--- src/rtl/hazard_ctrl_if.sv ---
// Pipeline-side bundle for hazard_ctrl: decode/execute/memory/write-back
// register tags in, forwarding selects and stall/flush/freeze controls out.
interface hazard_ctrl_if #(
  parameter int REG_AW = 5
);
  logic [REG_AW-1:0] id_rs;
  logic [REG_AW-1:0] id_rt;
  logic              id_rs_used;
  logic              id_rt_used;
  logic              id_is_branch;
  logic              id_branch_taken;
  logic [REG_AW-1:0] ex_rw;
  logic              ex_regwrite;
  logic              ex_mem2reg;
  logic [REG_AW-1:0] mem_rw;
  logic              mem_regwrite;
  logic              mem_mem2reg;
  logic [REG_AW-1:0] wb_rw;
  logic              wb_regwrite;
  logic              mem_req;
  logic [1:0]        fwd_a_sel;
  logic [1:0]        fwd_b_sel;
  logic              stall_if;
  logic              stall_id;
  logic              bubble_ex;
  logic              flush_ifid;
  logic              freeze_all;

  modport master (
    output id_rs, id_rt, id_rs_used, id_rt_used,
    output id_is_branch, id_branch_taken,
    output ex_rw, ex_regwrite, ex_mem2reg,
    output mem_rw, mem_regwrite, mem_mem2reg,
    output wb_rw, wb_regwrite, mem_req,
    input  fwd_a_sel, fwd_b_sel, stall_if, stall_id,
    input  bubble_ex, flush_ifid, freeze_all
  );

  modport slave (
    input  id_rs, id_rt, id_rs_used, id_rt_used,
    input  id_is_branch, id_branch_taken,
    input  ex_rw, ex_regwrite, ex_mem2reg,
    input  mem_rw, mem_regwrite, mem_mem2reg,
    input  wb_rw, wb_regwrite, mem_req,
    output fwd_a_sel, fwd_b_sel, stall_if, stall_id,
    output bubble_ex, flush_ifid, freeze_all
  );
endinterface

--- src/rtl/hazard_ctrl.sv ---
// Hazard detection, forwarding and memory-wait freeze for the 5-stage pipe.
// Define HAZARD_CTRL_PERF_EN to add stall/flush/freeze cycle counters.
module hazard_ctrl #(
  parameter int REG_AW     = 5,
  parameter int MEM_LAT    = 1,
  parameter int DELAY_SLOT = 1
) (
  input  logic         clock,
  input  logic         reset,
  hazard_ctrl_if.slave hz
`ifdef HAZARD_CTRL_PERF_EN
  ,
  output logic [31:0]  stall_cycles,
  output logic [31:0]  flush_count,
  output logic [31:0]  freeze_cycles
`endif
);

  typedef enum logic {S_IDLE, S_WAIT} state_t;

  localparam bit         MULTI  = (MEM_LAT > 1);
  localparam bit         NO_DS  = (DELAY_SLOT == 0);
  localparam logic [3:0] LAT_M1 = 4'(MEM_LAT - 1);

  state_t            r_state;
  state_t            w_state_nxt;
  logic [3:0]        r_cnt;
  logic [3:0]        w_cnt_nxt;
  logic [REG_AW-1:0] r_ex_rs;
  logic [REG_AW-1:0] r_ex_rt;
  logic              r_ex_rs_used;
  logic              r_ex_rt_used;

  logic       w_freeze;
  logic       w_hit_ex;
  logic       w_hit_mem;
  logic       w_load_use;
  logic       w_br_haz;
  logic       w_hazard;
  logic       w_stall;
  logic       w_flush;
  logic [1:0] w_fwd_a;
  logic [1:0] w_fwd_b;

  function automatic logic hit(
    input logic              used,
    input logic [REG_AW-1:0] src,
    input logic [REG_AW-1:0] dst
  );
    return used && (src != '0) && (src == dst);
  endfunction

  function automatic logic [1:0] fwd(
    input logic              used,
    input logic [REG_AW-1:0] src,
    input logic              m_hit,
    input logic              w_hit
  );
    logic l_ok;
    l_ok = used && (src != '0);
    unique case (1'b1)
      (l_ok && m_hit):           return 2'd1;
      (l_ok && !m_hit && w_hit): return 2'd2;
      default:                   return 2'd0;
    endcase
  endfunction

  always_ff @(posedge clock) begin
    if (reset) begin
      r_state <= S_IDLE;
      r_cnt   <= '0;
    end else begin
      r_state <= w_state_nxt;
      r_cnt   <= w_cnt_nxt;
    end
  end

  always_comb begin
    w_state_nxt = r_state;
    w_cnt_nxt   = r_cnt;
    unique case (r_state)
      S_IDLE: begin
        if (hz.mem_req && MULTI) begin
          w_state_nxt = S_WAIT;
          w_cnt_nxt   = LAT_M1;
        end
      end
      S_WAIT: begin
        w_cnt_nxt = r_cnt - 4'd1;
        if (r_cnt <= 4'd1) w_state_nxt = S_IDLE;
      end
      default: w_state_nxt = S_IDLE;
    endcase
  end

  always_comb begin
    w_freeze = 1'b0;
    unique case (r_state)
      S_IDLE:  w_freeze = hz.mem_req && MULTI;
      S_WAIT:  w_freeze = (r_cnt > 4'd1);
      default: w_freeze = 1'b0;
    endcase
  end

  // write-back producers need no stall: the regfile writes before it reads
  assign w_hit_ex = hit(hz.id_rs_used, hz.id_rs, hz.ex_rw) |
                    hit(hz.id_rt_used, hz.id_rt, hz.ex_rw);
  assign w_hit_mem = hit(hz.id_rs_used, hz.id_rs, hz.mem_rw) |
                     hit(hz.id_rt_used, hz.id_rt, hz.mem_rw);
  assign w_load_use = hz.ex_regwrite && hz.ex_mem2reg && w_hit_ex;
  assign w_br_haz = hz.id_is_branch &&
                    ((hz.ex_regwrite && w_hit_ex) ||
                     (hz.mem_regwrite && hz.mem_mem2reg && w_hit_mem));
  assign w_hazard = w_load_use || w_br_haz;
  assign w_stall  = w_hazard && !w_freeze && !reset;
  assign w_flush  = hz.id_branch_taken && NO_DS && !w_hazard &&
                    !w_freeze && !reset;

  always_ff @(posedge clock) begin
    if (reset || w_stall) begin
      r_ex_rs      <= '0;
      r_ex_rt      <= '0;
      r_ex_rs_used <= 1'b0;
      r_ex_rt_used <= 1'b0;
    end else if (!w_freeze) begin
      r_ex_rs      <= hz.id_rs;
      r_ex_rt      <= hz.id_rt;
      r_ex_rs_used <= hz.id_rs_used;
      r_ex_rt_used <= hz.id_rt_used;
    end
  end

  assign w_fwd_a = fwd(r_ex_rs_used, r_ex_rs,
    hz.mem_regwrite && !hz.mem_mem2reg && (hz.mem_rw == r_ex_rs),
    hz.wb_regwrite && (hz.wb_rw == r_ex_rs));
  assign w_fwd_b = fwd(r_ex_rt_used, r_ex_rt,
    hz.mem_regwrite && !hz.mem_mem2reg && (hz.mem_rw == r_ex_rt),
    hz.wb_regwrite && (hz.wb_rw == r_ex_rt));

  assign hz.fwd_a_sel  = reset ? 2'd0 : w_fwd_a;
  assign hz.fwd_b_sel  = reset ? 2'd0 : w_fwd_b;
  assign hz.stall_if   = w_stall;
  assign hz.stall_id   = w_stall;
  assign hz.bubble_ex  = w_stall;
  assign hz.flush_ifid = w_flush;
  assign hz.freeze_all = w_freeze && !reset;

`ifdef HAZARD_CTRL_PERF_EN
  always_ff @(posedge clock) begin
    if (reset) begin
      stall_cycles  <= '0;
      flush_count   <= '0;
      freeze_cycles <= '0;
    end else begin
      if (w_stall)  stall_cycles  <= stall_cycles + 32'd1;
      if (w_flush)  flush_count   <= flush_count + 32'd1;
      if (w_freeze) freeze_cycles <= freeze_cycles + 32'd1;
    end
  end
`endif

endmodule
--- src/flat_wrapper.sv ---
// flat-port wrapper written by rule: the top's interface ports become plain ports
module hazard_ctrl_flat 
#(
  parameter int REG_AW     = 5,
  parameter int MEM_LAT    = 1,
  parameter int DELAY_SLOT = 1
)
  (clock, reset, hz_id_rs, hz_id_rt, hz_id_rs_used, hz_id_rt_used, hz_id_is_branch, hz_id_branch_taken, hz_ex_rw, hz_ex_regwrite, hz_ex_mem2reg, hz_mem_rw, hz_mem_regwrite, hz_mem_mem2reg, hz_wb_rw, hz_wb_regwrite, hz_mem_req, hz_fwd_a_sel, hz_fwd_b_sel, hz_stall_if, hz_stall_id, hz_bubble_ex, hz_flush_ifid, hz_freeze_all);
  hazard_ctrl_if #(.REG_AW(REG_AW)) hz_i ();
  input  logic clock;
  input  logic reset;
  input wire logic [$bits(hz_i.id_rs)-1:0] hz_id_rs;
  input wire logic [$bits(hz_i.id_rt)-1:0] hz_id_rt;
  input wire logic [$bits(hz_i.id_rs_used)-1:0] hz_id_rs_used;
  input wire logic [$bits(hz_i.id_rt_used)-1:0] hz_id_rt_used;
  input wire logic [$bits(hz_i.id_is_branch)-1:0] hz_id_is_branch;
  input wire logic [$bits(hz_i.id_branch_taken)-1:0] hz_id_branch_taken;
  input wire logic [$bits(hz_i.ex_rw)-1:0] hz_ex_rw;
  input wire logic [$bits(hz_i.ex_regwrite)-1:0] hz_ex_regwrite;
  input wire logic [$bits(hz_i.ex_mem2reg)-1:0] hz_ex_mem2reg;
  input wire logic [$bits(hz_i.mem_rw)-1:0] hz_mem_rw;
  input wire logic [$bits(hz_i.mem_regwrite)-1:0] hz_mem_regwrite;
  input wire logic [$bits(hz_i.mem_mem2reg)-1:0] hz_mem_mem2reg;
  input wire logic [$bits(hz_i.wb_rw)-1:0] hz_wb_rw;
  input wire logic [$bits(hz_i.wb_regwrite)-1:0] hz_wb_regwrite;
  input wire logic [$bits(hz_i.mem_req)-1:0] hz_mem_req;
  output wire logic [$bits(hz_i.fwd_a_sel)-1:0] hz_fwd_a_sel;
  output wire logic [$bits(hz_i.fwd_b_sel)-1:0] hz_fwd_b_sel;
  output wire logic [$bits(hz_i.stall_if)-1:0] hz_stall_if;
  output wire logic [$bits(hz_i.stall_id)-1:0] hz_stall_id;
  output wire logic [$bits(hz_i.bubble_ex)-1:0] hz_bubble_ex;
  output wire logic [$bits(hz_i.flush_ifid)-1:0] hz_flush_ifid;
  output wire logic [$bits(hz_i.freeze_all)-1:0] hz_freeze_all;
  assign hz_i.id_rs = hz_id_rs;
  assign hz_i.id_rt = hz_id_rt;
  assign hz_i.id_rs_used = hz_id_rs_used;
  assign hz_i.id_rt_used = hz_id_rt_used;
  assign hz_i.id_is_branch = hz_id_is_branch;
  assign hz_i.id_branch_taken = hz_id_branch_taken;
  assign hz_i.ex_rw = hz_ex_rw;
  assign hz_i.ex_regwrite = hz_ex_regwrite;
  assign hz_i.ex_mem2reg = hz_ex_mem2reg;
  assign hz_i.mem_rw = hz_mem_rw;
  assign hz_i.mem_regwrite = hz_mem_regwrite;
  assign hz_i.mem_mem2reg = hz_mem_mem2reg;
  assign hz_i.wb_rw = hz_wb_rw;
  assign hz_i.wb_regwrite = hz_wb_regwrite;
  assign hz_i.mem_req = hz_mem_req;
  assign hz_fwd_a_sel = hz_i.fwd_a_sel;
  assign hz_fwd_b_sel = hz_i.fwd_b_sel;
  assign hz_stall_if = hz_i.stall_if;
  assign hz_stall_id = hz_i.stall_id;
  assign hz_bubble_ex = hz_i.bubble_ex;
  assign hz_flush_ifid = hz_i.flush_ifid;
  assign hz_freeze_all = hz_i.freeze_all;
  hazard_ctrl #(.REG_AW(REG_AW), .MEM_LAT(MEM_LAT), .DELAY_SLOT(DELAY_SLOT)) u_core (.clock(clock), .reset(reset), .hz(hz_i));
endmodule
--- config.mk ---
export PLATFORM = sky130hd
export DESIGN_NAME = hazard_ctrl_flat
export DESIGN_NICKNAME = d
export VERILOG_FILES = /design/src/rtl/hazard_ctrl_if.sv /design/src/rtl/hazard_ctrl.sv /design/src/flat_wrapper.sv
export SDC_FILE = /design/constraint.sdc
export NUM_CORES = 1
export LEC_CHECK = 0
export CAP_MARGIN = 20
export CELL_PAD_IN_SITES_DETAIL_PLACEMENT = 1
export CELL_PAD_IN_SITES_GLOBAL_PLACEMENT = 2
export CORE_AREA = 10 10 81 83
export CTS_CLUSTER_DIAMETER = 100
export CTS_CLUSTER_SIZE = 16
export DETAILED_ROUTE_END_ITERATION = 12
export DIE_AREA = 0 0 91 93
export GPL_TIMING_DRIVEN = 0
export PLACE_DENSITY = 0.8
export SETUP_SLACK_MARGIN = 0.5
export SLEW_MARGIN = 5
export SYNTH_ARGS = -nofsm -noshare
export SYNTH_HDL_FRONTEND = slang
export SYNTH_SLANG_ARGS = --single-unit
--- constraint.sdc ---
create_clock -name clock -period 3 [get_ports clock]
set_input_delay 0.6 -clock clock [delete_from_list [all_inputs] [get_ports clock]]
set_output_delay 0.6 -clock clock [all_outputs]
set_load 0.01 [all_outputs]
Yosys cells after proc, flatten, opt, wreduce, memory -nomap -nowiden

Cells that the tools add are included.

Register bits: 17
Input port bits: 37
Output and inout bits: 9
Logic and storage cells: 67

Add/sub/neg operators: 1
Order comparisons: 2
Equality and inequality tests: 8
Muxes and demuxes: 6
Bitwise gates (word level): 3
Reductions and logical operators: 41

Operators with widths:

| cell                | number |
|---|---|
| $eq 5x5->1          | 8 |
| $logic_and 1x1->1   | 28 |
| $reduce_bool 5->1   | 4 |
| $pmux 2 s2          | 2 |
| $logic_not 1->1     | 5 |
| $gt 4x1->1 const B  | 1 |
| $le 4x1->1 const B  | 1 |
| $mux 2              | 2 |
| $sub 4x1->4 const B | 1 |
| $logic_or 1x1->1    | 3 |
| $or 1x1->1          | 2 |
| $pmux 1 s2          | 1 |
| $reduce_or 2->1     | 1 |
| $mux 1              | 1 |
| $not 1->1           | 1 |

Logic depth before layout (Yosys ltp)

Word-level depth: 11
Gate-level depth with buffers: 8

Worst setup path before layout

Ideal clock, no wire load.

Path type: in2out
Start point: input hz_id_rs[1]
End point: output hz_stall_id
Arrival time: 1.924 ns
Required time: 2.400 ns
Path slack: 0.476 ns
Stages: 7
Cell sequence: xor2_1 -> nor4_2 -> a22oi_1 -> o22a_2 -> buf_6 -> nor2b_1 -> buf_4

Cells in the longest elaborated chain, start to end: 10
Elaborated cells between the ends (all ways): 16

RTL lines:

| item                                 | RTL line                               | source |
|---|---|---|
| start: declaration                   | flat_wrapper.sv:12                     | `input wire logic [$bits(hz_i.id_rs)-1:0] hz_id_rs;` |
| $reduce_bool 5->1                    | hazard_ctrl.sv:50                      | `return used && (src != '0) && (src == dst);` |
| $logic_and 1x1->1 (2 in series)      | hazard_ctrl.sv:50                      |  |
| $or 1x1->1 (on tied branches)        | hazard_ctrl.sv:106, hazard_ctrl.sv:108 |  |
| $logic_and 1x1->1 (on tied branches) | hazard_ctrl.sv:112, hazard_ctrl.sv:113 |  |
| $logic_or 1x1->1                     | hazard_ctrl.sv:112                     | `((hz.ex_regwrite && w_hit_ex) \|\|` |
| $logic_and 1x1->1                    | hazard_ctrl.sv:111                     | `assign w_br_haz = hz.id_is_branch &&` |
| $logic_or 1x1->1 (*)                 | hazard_ctrl.sv:114                     | `assign w_hazard = w_load_use \|\| w_br_haz;` |
| $logic_and 1x1->1 (*) (2 in series)  | hazard_ctrl.sv:115                     | `assign w_stall = w_hazard && !w_freeze && !reset;` |
| end: declaration                     | flat_wrapper.sv:30                     | `output wire logic [$bits(hz_i.stall_id)-1:0] hz_stall_id;` |

Every way passes the cells marked *; elsewhere a longest branch is shown, timed or not.

Worst setup path after layout

Start point: input hz_mem_rw[1]
End point: output hz_stall_if

Cells in the longest elaborated chain, start to end: 9
Elaborated cells between the ends (all ways): 11

RTL lines:

| item                                | RTL line           | source |
|---|---|---|
| start: declaration                  | flat_wrapper.sv:21 | `input wire logic [$bits(hz_i.mem_rw)-1:0] hz_mem_rw;` |
| $eq 5x5->1                          | hazard_ctrl.sv:50  |  |
| $logic_and 1x1->1                   | hazard_ctrl.sv:50  |  |
| $or 1x1->1 (*)                      | hazard_ctrl.sv:108 | `assign w_hit_mem = hit(hz.id_rs_used, hz.id_rs, hz.mem_rw) \|` |
| $logic_and 1x1->1 (*)               | hazard_ctrl.sv:113 | `(hz.mem_regwrite && hz.mem_mem2reg && w_hit_mem));` |
| $logic_or 1x1->1 (*)                | hazard_ctrl.sv:112 |  |
| $logic_and 1x1->1 (*)               | hazard_ctrl.sv:111 |  |
| $logic_or 1x1->1 (*)                | hazard_ctrl.sv:114 |  |
| $logic_and 1x1->1 (*) (2 in series) | hazard_ctrl.sv:115 |  |
| end: declaration                    | flat_wrapper.sv:29 | `output wire logic [$bits(hz_i.stall_if)-1:0] hz_stall_if;` |

Marked as above.

==> flow_summary_export.csv <==
group,metric,value,unit
routing,first_pass_iters,4,
sta,finalCritPeriodShare,86.9,%
layout,diodes,0,
synth,ys_warn_count,0,
sta,max_slew_margin,62.2,%
power,leakagePower,0.794,nW
synth,yosys-top-cells-count,"xor2_1, dfxtp_1, a32o_1",
worst_setup_path,critPathArrivalTime,2010,ps
power,peakVddDrop,0.102,mV
sta,fin_crit,2610,ps
sta,slew_violations,0,
sta,whs,497,ps
routing,wirelength,4540,microns
sta,skew,3.15,ps
routing,ant_nets,0,
synth,synth-seq-cells,17,
synth,synthFlopType,"dfxtp_1",
routing,via_per_inst,4.69,
synth,synth-compound-area-share,15.4,%
routing,vias,1210,
global_route,antenna_found_initial,0,
global_route,grt_pass1_vias,1273,
sta,final-hold-violation-count,0,
routing,drt_iter0_drc,105,
layout,design_area,1980,sq um
worst_setup_path,endpoint_kind,"primary output",
global_route,overflow,0,
layout,area_growth,64.5,%
worst_setup_path,crit_fanout,4,
placed_design,dp_hpwl,3540,microns
global_route,met1_usage,12.1,%
synth,yosysTopAreaCellShare,28.2,%
global_route,grtUsageMet2,16.5,%
placed_design,gp_congestion,0.800,
synth,yosysSeqAreaShare,28.2,%
min_path,hold_path.class,"flop to flop",
routing,drc,0,
synth,synth.avg_cell_area,9.13,sq um
clocking,clock_sinks,17,
worst_setup_path,reg2reg_depth,8,
placed_design,numPortBuffers,41,
sta,setup_violations,0,
clocking,cts_root_buf,"clkbuf_8",
clocking,cts_buffer_depth,2,
global_route,track_usage,9.81,%
synth,synthDistinctLibCells,26,
floorplanning,dieWidth,91,microns
floorplanning,dieArea,8460,sq um
power,power_density,295,nW/um^2
sta,tightest_slew,567,ps
worst_setup_path,worstSetupPathType,"primary input to primary output",
global_route,grt_max_degree,11,
global_route,met3_usage,2.56,%
synth,synth_xor_area_share,31.3,%
floorplanning,fp-row-count,26,
floorplanning,fp.coreArea,5010,sq um
sta,max_freq,384,MHz
synth,synth_top_family_by_area,"XOR/XNOR gates",
floorplanning,die_h,93,microns
layout,finalNetCount,228,
synth,async_flop_share,0,%
clocking,insertion_delay,250,ps
synth,syn_area,1200,sq um
synth,synth-simple-area-share,18.4,%
worst_setup_path,cp_data_required_time,2400,ps
floorplanning,num_io_pins,46,
outcome,status,"complete, no violations",
global_route,grt_pass1_wl,6820,microns
min_path,min_delay_path_depth,1,
worst_setup_path,critPathLaunchType,"primary input",
global_route,busiest_layer,"met2",
floorplanning,start_util,24.1,%
synth,synth_nets,171,
synth,synth_fa_ha_area_share,2.08,%
synth,synth.most_common_cell,"xor2_1",
clocking,hold_buffers,0,
synth,synth_edf_count,0,
synth,synthMuxAreaShare,0,%
clocking,path_clk_slew,70,ps
synth,synth_area_leaders,"dfxtp_1, xor2_1, a32o_1, xnor2_1, nor2_1",
clocking,cts-buffers-inserted,3,
routing,wl_per_cell,17.6,microns
clocking,cts_tree,"built",
sta,rsz0062_at_grt,"true",
layout,drive_gt1_share,38.8,%
job,maxCapViolCount,0,
synth,synth_top_area_cell,"dfxtp_1",
placed_design,placed_area,1710,sq um
clocking,htreeDepth,1,
synth,syn_inst,132,
cell families (layout without fill, tap and decap cells):
group,Yosys count,in the layout
other cells,1,1
fa+ha+maj,2,2
buf+inv,9,65
simple gates,38,38
xor+xnor,43,43
compound gates,22,22
flops,17,17
layer usage:
| metal | vias up | share of wire (%) |
|---|---|---|
| met3 | 4 | 5.3 |
| li1 | 582 | - |
| met4 | 0 | 1.3 |
| met2 | 27 | 50 |
| met5 | - | 0 |
| met1 | 597 | 44 |
layout by cell type, fill, tap and decap left out, types with 3 or more instances in the layout:
master / n
buf_4: 14
buf_2: 9
nor2_1: 9
nor4_2: 5
dlygate4sd2_1: 8
clkdlybuf4s50_1: 3
buf_6: 12
clkdlybuf4s15_2: 4
a32o_1: 12
clkbuf_8: 4
xnor2_1: 6
or4_1: 4
xor2_1: 31
nand3_1: 4
dfxtp_1: 16
xor2_2: 5
metrics by stage:
stage / setup WS, ps / power [W] / setup TNS (ps) / std cells / utilization, %
finish: 393 / 0.000584 / 0 / 258 / 39.6
global placement: -715 / 0.000390 / -2420 / 243 / 34.0
floorplan: 577 / 0.000314 / 0 / 132 / -
CTS: 378 / 0.000564 / 0 / 252 / 36.5
global route: 316 / 0.000610 / 0 / 258 / 39.6
detailed placement: -663 / 0.000396 / -2400 / 243 / 34.0
area by class of cell:
cell class | instances | area, sq um
Tap cell | 70 | 87.6
Fill cell | 593 | 3030
Sequential cell | 17 | 342
Buffer | 7 | 70.1
Clock buffer | 4 | 45.0
Inverter | 2 | 7.51
Multi-Input combinational cell | 106 | 965
Timing Repair Buffer | 52 | 465
sequential cells by signal, summed over array words and instances (netlist names):
signal and cells:
u_core.r_cnt 4, u_core.r_ex_rs 5, u_core.r_state 1, u_core.r_ex_rt_used 1, u_core.r_ex_rt 5, u_core.r_ex_rs_used 1
what timing repair did:
action | in CTS | in global routing
pin swaps | 20 | 16
gates resized for setup | 150 | 36
endpoints found under the setup margin | 8 | 7
buffers inserted | 5 | 6
path summary, 6_finish.rpt:
kind	from	to	slack, ps
min	u_core.r_ex_rs_used	u_core.r_ex_rs_used	500
max reg2reg	u_core.r_cnt[0]	u_core.r_ex_rt[3]	1280
min reg2reg	u_core.r_ex_rs_used	u_core.r_ex_rs_used	500
max	hz_mem_rw[1]	hz_stall_if	390
critical path, cell delays in order:
cell     delay (ps)
buf_12          110
xor2_2          170
nor4_2          300
a22oi_1         110
o22a_2          260
buf_6           130
nor2b_4         130
buf_6           110
buf_6            90
power by group:
group / total, W / internal [W] / switching (W) / leakage (nW)
Clock: 0.000168 / 0.0000940 / 0.0000739 / 0.0228
Combinational: 0.000166 / 0.0000890 / 0.0000775 / 0.631
Sequential: 0.000249 / 0.000235 / 0.0000142 / 0.141
Total: 0.000584 / 0.000418 / 0.000166 / 0.794
Note: power is estimated with default switching activity, not from simulation.
